--- src/rtl/pio_phy_pkg.sv ---
// Shared definitions for the parallel-port line front end and the PIO block
// downstream of it.
package pio_phy_pkg;

   typedef enum logic [1:0] {
      S_IDLE   = 2'd0,
      S_ACTIVE = 2'd1,
      S_ACK    = 2'd2
   } tPhyState;

   localparam int unsigned CTRL_PHASE = 0;
   localparam int unsigned CTRL_CMD   = 1;
   localparam int unsigned CTRL_LOW   = 2;
   localparam int unsigned CTRL_HIGH  = 3;
   localparam int unsigned CTRL_CLR   = 4;
   localparam int unsigned CTRL_W     = 5;

   localparam int unsigned FILT_LEN_DEF = 4;
   localparam int unsigned FILT_W_DEF   = 3;
   localparam int unsigned ACK_LEN_DEF  = 8;

endpackage

--- src/rtl/pio_line_filter.sv ---
// One control line: two-stage synchroniser followed by a persistence filter
// that flags a glitch whenever a partial excursion collapses back.
module pio_line_filter
   import pio_phy_pkg::*;
#(
   parameter int unsigned FILT_LEN = FILT_LEN_DEF,
   parameter int unsigned FILT_W   = FILT_W_DEF
) (
   input  logic Clk,
   input  logic nReset,
   input  logic iPin,
   output logic oLevel,
   output logic oGlitch
);

   logic              meta_q;
   logic              sync_q;
   logic              level_q, level_d;
   logic [FILT_W-1:0] cnt_q, cnt_d;

   always_ff @(posedge Clk or negedge nReset) begin
      if (!nReset) begin
         meta_q  <= 1'b0;
         sync_q  <= 1'b0;
         level_q <= 1'b0;
         cnt_q   <= '0;
      end else begin
         meta_q  <= iPin;
         sync_q  <= meta_q;
         level_q <= level_d;
         cnt_q   <= cnt_d;
      end
   end

   // The level flips on the FILT_LEN-th consecutive cycle of disagreement.
   always_comb begin
      level_d = level_q;
      cnt_d   = '0;
      oGlitch = 1'b0;
      if (sync_q == level_q) begin
         oGlitch = (cnt_q != '0);
      end else if (cnt_q == FILT_W'(FILT_LEN - 1)) begin
         level_d = sync_q;
      end else begin
         cnt_d = cnt_q + 1'b1;
      end
   end

   assign oLevel = level_q;

endmodule

--- src/rtl/pio_phy.sv ---
// Parallel-port line front end: conditions host pins for PIO, registers PIO
// data back onto the pins and acknowledges every completed strobe cycle.
module pio_phy
   import pio_phy_pkg::*;
#(
   parameter int unsigned FILT_LEN = FILT_LEN_DEF,
   parameter int unsigned FILT_W   = FILT_W_DEF,
   parameter int unsigned ACK_LEN  = ACK_LEN_DEF
) (
   input  logic              Clk,
   input  logic              nReset,
   input  logic [3:0]        iPinData,
   input  logic [CTRL_W-1:0] iPinCtrl,
   output logic [3:0]        oPData,
   output logic [CTRL_W-1:0] oCtrl,
   input  logic [7:0]        iPDataOut,
   output logic [7:0]        oPinData,
   output logic              oHostAck,
   output logic [7:0]        oGlitchCnt
);

   logic [CTRL_W-1:0] ctrl_w;
   logic [CTRL_W-1:0] glitch_w;
   logic              anyStb;

   logic [3:0] dataMeta_q, dataSync_q, pData_q;
   logic [7:0] pinData_q;
   logic [7:0] glitchCnt_q;
   tPhyState   state_q, state_d;
   logic [7:0] ackCnt_q, ackCnt_d;
   logic       hostAck_q, hostAck_d;

   for (genvar i = 0; i < CTRL_W; i++) begin : g_filt
      pio_line_filter #(
         .FILT_LEN (FILT_LEN),
         .FILT_W   (FILT_W)
      ) u_filt (
         .Clk     (Clk),
         .nReset  (nReset),
         .iPin    (iPinCtrl[i]),
         .oLevel  (ctrl_w[i]),
         .oGlitch (glitch_w[i])
      );
   end

   assign anyStb = ctrl_w[CTRL_CMD] | ctrl_w[CTRL_LOW] | ctrl_w[CTRL_HIGH];

   // Data still loads on the cycle a strobe flips active; the freeze follows.
   always_ff @(posedge Clk or negedge nReset) begin
      if (!nReset) begin
         dataMeta_q  <= '0;
         dataSync_q  <= '0;
         pData_q     <= '0;
         pinData_q   <= '0;
         glitchCnt_q <= '0;
         state_q     <= S_IDLE;
         ackCnt_q    <= '0;
         hostAck_q   <= 1'b0;
      end else begin
         dataMeta_q <= iPinData;
         dataSync_q <= dataMeta_q;
         if (!anyStb) pData_q <= dataSync_q;
         pinData_q <= iPDataOut;
         if ((|glitch_w) && (glitchCnt_q != '1)) glitchCnt_q <= glitchCnt_q + 8'd1;
         state_q   <= state_d;
         ackCnt_q  <= ackCnt_d;
         hostAck_q <= hostAck_d;
      end
   end

   always_comb begin
      state_d   = state_q;
      ackCnt_d  = ackCnt_q;
      hostAck_d = hostAck_q;
      if (ctrl_w[CTRL_CLR]) begin
         state_d   = S_IDLE;
         hostAck_d = 1'b0;
      end else begin
         case (state_q)
            S_IDLE: begin
               if (anyStb) state_d = S_ACTIVE;
            end
            S_ACTIVE: begin
               if (!anyStb) begin
                  state_d   = S_ACK;
                  ackCnt_d  = 8'(ACK_LEN - 1);
                  hostAck_d = 1'b1;
               end
            end
            S_ACK: begin
               if (ackCnt_q != '0) begin
                  ackCnt_d = ackCnt_q - 8'd1;
               end else begin
                  hostAck_d = 1'b0;
                  state_d   = S_IDLE;
               end
            end
            default: state_d = S_IDLE;
         endcase
      end
   end

   assign oPData     = pData_q;
   assign oCtrl      = ctrl_w;
   assign oPinData   = pinData_q;
   assign oHostAck   = hostAck_q;
   assign oGlitchCnt = glitchCnt_q;

endmodule

--- config.mk ---
export PLATFORM = sky130hd
export DESIGN_NAME = pio_phy
export DESIGN_NICKNAME = d
export VERILOG_FILES = /design/src/rtl/pio_phy_pkg.sv /design/src/rtl/pio_line_filter.sv /design/src/rtl/pio_phy.sv
export SDC_FILE = /design/constraint.sdc
export NUM_CORES = 1
export LEC_CHECK = 0
export CORE_MARGIN = 10
export CORE_UTILIZATION = 57
export DETAILED_ROUTE_END_ITERATION = 16
export MAX_ROUTING_LAYER = met4
export PLACE_DENSITY = 0.84
export SYNTH_ARGS = -nofsm -noshare
export SYNTH_HDL_FRONTEND = slang
export SYNTH_SLANG_ARGS = --single-unit
--- constraint.sdc ---
create_clock -name Clk -period 3.42 [get_ports Clk]
set_clock_uncertainty 0.15 [all_clocks]
set_input_delay 0.684 -clock Clk [delete_from_list [all_inputs] [get_ports Clk]]
set_output_delay 0.684 -clock Clk [all_outputs]
set_load 0.02 [all_outputs]
==> metrics.csv <==
stage,metric,value,unit
timing,crit path time final,2390,ps
finish,final net count,321,
cts,number of buffers on the longest clock path,2,
timing,fmax,418,MHz
logic_synthesis,flip-flop and latch count after synthesis,69,
finish,layout overhead on the synthesized area,24.7,%
power_and_ir_drop,combinational share of power,35.4,%
cts,"Clk Latency, worst-skew pair",340,ps
cts,clock sink total,69,
worst_setup_path,startpoint types,flip-flop,
power_and_ir_drop,design internal power,1.95,mW
floorplan,effective utilization at floorplan,60.0,%
cts,clock tree from TritonCTS,yes,
logic_synthesis,ys flop type,sky130_fd_sc_hd__dfrtp_1,
routing,starting DRC count in detailed routing,96,
power_and_ir_drop,sw frac,35.2,%
floorplan,Site Rows,25,
cts,Root Buffer,sky130_fd_sc_hd__clkbuf_8,
logic_synthesis,instance count of the mapped netlist,235,
floorplan,boundary pin count,45,
power_and_ir_drop,net switching power figure,1.06,mW
cts,hold_buf cts,0,
worst_setup_path,data required time of the critical path,2590,ps
cts,H-tree Lvls,3,
global_route,number of antenna violations at the first check in global routing,0,
floorplan,die width,91.5,µm
global_route,aggregate global-route resource usage,13.4,%
timing,aggregate negative setup slack,0,ps
power_and_ir_drop,leak pwr,1.60,nW
logic_synthesis,sequential fraction of the synthesis area,59.3,%
power_and_ir_drop,maximum resistive drop on vdd,447,µV
power_and_ir_drop,part of the power in the clock network,24.1,%
placement,Port-buffer cells,44,
timing,final worst-path cycle share,69.9,%
logic_synthesis,share of async-settable or async-resettable flops after synthesis,100,%
global_route,via count of the first global-routing pass,1969,
placement,Final GP Congestion,0.868,
worst_setup_path,"Largest delay share family, worst path",buffers and inverters,
worst_setup_path,combined buffer and inverter count along the critical path,1,
hold_path,Worst Hold Class,flip-flop to flip-flop,
worst_setup_path,launch instance of the worst register-to-register path,state_q[1],
logic_synthesis,number of nets in the synthesized netlist,270,
global_route,grt total ovfl,0,
worst_setup_path,register-to-register setup slack,1090,ps
worst_setup_path,number of cells on the worst reg-to-reg path,6,
worst_setup_path,CP Capture Type,output pin,
logic_synthesis,fraction of synthesized cell area taken by the top area cell type,59.3,%
global_route,first-pass GRT wire length,8910,µm
finish,number of inserted diodes,0,
floorplan,overall die area,8360,µm²
floorplan,core region area,4850,µm²
worst_setup_path,arrival time worst endpoint,1560,ps
worst_setup_path,capture instance of the worst register-to-register path,ackCnt_q[6],
worst_setup_path,worst setup path end,oCtrl[4],
timing,relative max-transition margin,31.4,%
routing,"antenna viol nets, final",0,
cts,clock-pin transition on the worst setup and hold timing paths,70,ps
routing,wire length after detailed routing,5210,µm
logic_synthesis,main area contributors after synthesis,"sky130_fd_sc_hd__dfrtp_1 59%, sky130_fd_sc_hd__ha_1 6.9%, sky130_fd_sc_hd__mux2_2 6.6%, sky130_fd_sc_hd__inv_1 2.3%, sky130_fd_sc_hd__nor2b_1 1.9%",
routing,number of remaining DRC errors,0,
worst_setup_path,Crit path depth,1,
worst_setup_path,type of the worst setup path,flip-flop to output pin,
cts,clock buffers created by TritonCTS,9,
routing,DRT Pass-1 Iters,4,
routing,number of vias per cell,5.35,
timing,RSZ-0062 raised after global routing,false,
worst_setup_path,standard cell with the maximum stage delay on the critical path,sky130_fd_sc_hd__clkdlybuf4s50_1,
logic_synthesis,netlist area before placement,2910,µm²
routing,Avg WL per Cell,14.5,µm
worst_setup_path,Worst setup startpoint,g_filt[4].u_filt.oLevel,
logic_synthesis,number of distinct library cells after synthesis,38,
cts,number of buffers inserted by post-CTS setup repair,0,
finish,final core utilization,74.8,%
timing,number of setup violations in the final report,0,
timing,number of hold violations in the final report,0,
global_route,pin count of the biggest net entering global routing,50,
logic_synthesis,biggest area consumer among synthesized cells,sky130_fd_sc_hd__dfrtp_1,
timing,Worst Tran Pin Value,1030,ps
timing,fin. max-slew vios,0,
floorplan,height of the chip,91.5,µm
job,count of max-cap constraint violations,0,
outcome,result of the run,"complete, no violations",
routing,vias after detailed routing,1914,
power_and_ir_drop,portion of total power attributed to sequential cells,40.4,%
power_and_ir_drop,total power density per cell area,829,nW/µm²
logic_synthesis,Yosys warning total,0,
placement,placed wire-length estimate after detailed placement,3860,µm
worst_setup_path,delay of the slowest cell on the worst path,680,ps
finish,ratio of cells with drive above 1 in the final layout,14.4,%
worst_setup_path,highest net fanout along the worst path,11,
logic_synthesis,"EDFF count, synth",0,
worst_setup_path,"Critical Path, Cell by Cell",clkdlybuf4s50_1,
logic_synthesis,mean cell area of the mapped netlist,12.4,µm²
cts,Resized cells post-CTS,0,
## cell families (layout without fill, tap and decap cells)
kind of cell             count (synthesis)  count (layout)  share of synthesized area, %
AND/OR/NAND/NOR                         70              70                          13.8
flip-flops                              69              69                          59.3
AO/OA/AOI/OAI                           30              30                          7.05
buffers and inverters                   25              81                          3.91
multiplexers                            18              18                          6.92
adder cells (fa/ha/maj)                 16              16                          6.88
XOR/XNOR                                 7               7                          2.11
## cell usage in the layout (no fill, tap or decap), types with 2 or more instances in the layout
cell                              count
sky130_fd_sc_hd__clkbuf_8             9
sky130_fd_sc_hd__nor2_1               7
sky130_fd_sc_hd__a31oi_1              6
sky130_fd_sc_hd__a31o_2               2
sky130_fd_sc_hd__a311oi_1             3
sky130_fd_sc_hd__o21ai_0              3
sky130_fd_sc_hd__a21oi_1              6
sky130_fd_sc_hd__o31ai_1              3
sky130_fd_sc_hd__xnor2_1              5
sky130_fd_sc_hd__bufinv_16            2
sky130_fd_sc_hd__xor2_1               2
sky130_fd_sc_hd__nor2b_1              9
sky130_fd_sc_hd__nand2b_1             7
sky130_fd_sc_hd__clkinv_4             2
sky130_fd_sc_hd__nand2_1             10
sky130_fd_sc_hd__or3_1                4
sky130_fd_sc_hd__and3_1               3
sky130_fd_sc_hd__nor3b_1              6
sky130_fd_sc_hd__nor3_1               8
sky130_fd_sc_hd__dfrtp_1             69
sky130_fd_sc_hd__or4_1                3
sky130_fd_sc_hd__a22oi_1              2
sky130_fd_sc_hd__nand3_1              6
sky130_fd_sc_hd__mux2_2              17
sky130_fd_sc_hd__inv_1               18
sky130_fd_sc_hd__ha_1                16
sky130_fd_sc_hd__buf_4                3
sky130_fd_sc_hd__a2111oi_0            2
sky130_fd_sc_hd__clkdlybuf4s50_1     43
## registers in the layout, indices dropped and copies added, names as in the netlist
register and count:
g_filt.u_filt.meta_q 5, dataMeta_q 4, g_filt.u_filt.cnt_q 15, ackCnt_q 8
oPinData 8, oPData 4, oHostAck 1, g_filt.u_filt.oLevel 5
g_filt.u_filt.sync_q 5, oGlitchCnt 8, dataSync_q 4, state_q 2
## per-stage QoR
| stage | power, mW | setup WS, ps | area, µm² | hold slack (ps) | std cells |
|---|---|---|---|---|---|
| after floorplan | 1.92 | 1170 | 2910 | 181 | 235 |
| after global placement | 2.27 | 1180 | 3410 | 182 | 342 |
| after detailed placement | 2.31 | 1110 | 3410 | 185 | 342 |
| after CTS | 3.05 | 1010 | 3630 | 201 | 358 |
| after global routing | 3.22 | 922 | 3630 | 204 | 358 |
| final | 3.01 | 1030 | 3630 | 200 | 358 |
## layer usage
layer / vias to the layer above / track usage (%) / part of all wire (%) / wire [µm]
met3: 12 / 7.65 / 11 / 582
met5: - / - / 0 / 0
met1: 906 / 14.5 / 42 / 2180
met4: 0 / 6.66 / 2.1 / 108
met2: 72 / 19.4 / 45 / 2330
li1: 924 / - / - / -
## cell usage after synthesis, types with 3 or more instances
cell type and instances:
sky130_fd_sc_hd__a21oi_1 6, sky130_fd_sc_hd__a311oi_1 3, sky130_fd_sc_hd__a31oi_1 6, sky130_fd_sc_hd__and3_1 3, sky130_fd_sc_hd__buf_4 5, sky130_fd_sc_hd__dfrtp_1 69, sky130_fd_sc_hd__ha_1 16, sky130_fd_sc_hd__inv_1 18
sky130_fd_sc_hd__mux2_2 17, sky130_fd_sc_hd__nand2_1 10, sky130_fd_sc_hd__nand2b_1 7, sky130_fd_sc_hd__nand3_1 6, sky130_fd_sc_hd__nor2_1 7, sky130_fd_sc_hd__nor2b_1 9, sky130_fd_sc_hd__nor3_1 8, sky130_fd_sc_hd__nor3b_1 6
sky130_fd_sc_hd__o21ai_0 3, sky130_fd_sc_hd__o31ai_1 3, sky130_fd_sc_hd__or3_1 4, sky130_fd_sc_hd__or4_1 3, sky130_fd_sc_hd__xnor2_1 5
## power by group through the flow
| stage | logic (mW) | clock network (mW) | registers, mW |
|---|---|---|---|
| 2_1_floorplan | 0.650 | 0 | 1.27 |
| 3_3_place_gp | 1.05 | 0 | 1.22 |
| 3_5_place_dp | 1.08 | 0 | 1.23 |
| 4_1_cts | 1.09 | 0.745 | 1.22 |
| 5_1_grt | 1.19 | 0.780 | 1.26 |
| 6_report | 1.07 | 0.726 | 1.22 |
## final cells by class
class                   instances  area, µm²
repair buffers                 47        458
well taps                      67       83.8
inverters                      18       67.6
clock buffers                   9        124
flip-flops and latches         69       1730
fillers                       335       1220
multi-input cells             141       1070
clock inverters                 7       98.8
## how the worst min path moves through the flow
| stage | endpoint | from | cells past startpoint |
|---|---|---|---|
| floorplan | dataSync_q[0] | dataMeta_q[0] | 0 |
| global placement | g_filt[3].u_filt.sync_q | g_filt[3].u_filt.meta_q | 0 |
| detailed placement | g_filt[0].u_filt.sync_q | g_filt[0].u_filt.meta_q | 0 |
| CTS | dataSync_q[2] | dataMeta_q[2] | 0 |
| global route | g_filt[2].u_filt.sync_q | g_filt[2].u_filt.meta_q | 0 |
| finish | g_filt[2].u_filt.sync_q | g_filt[2].u_filt.meta_q | 0 |
No activity file was read; power rests on OpenSTA's default activity.
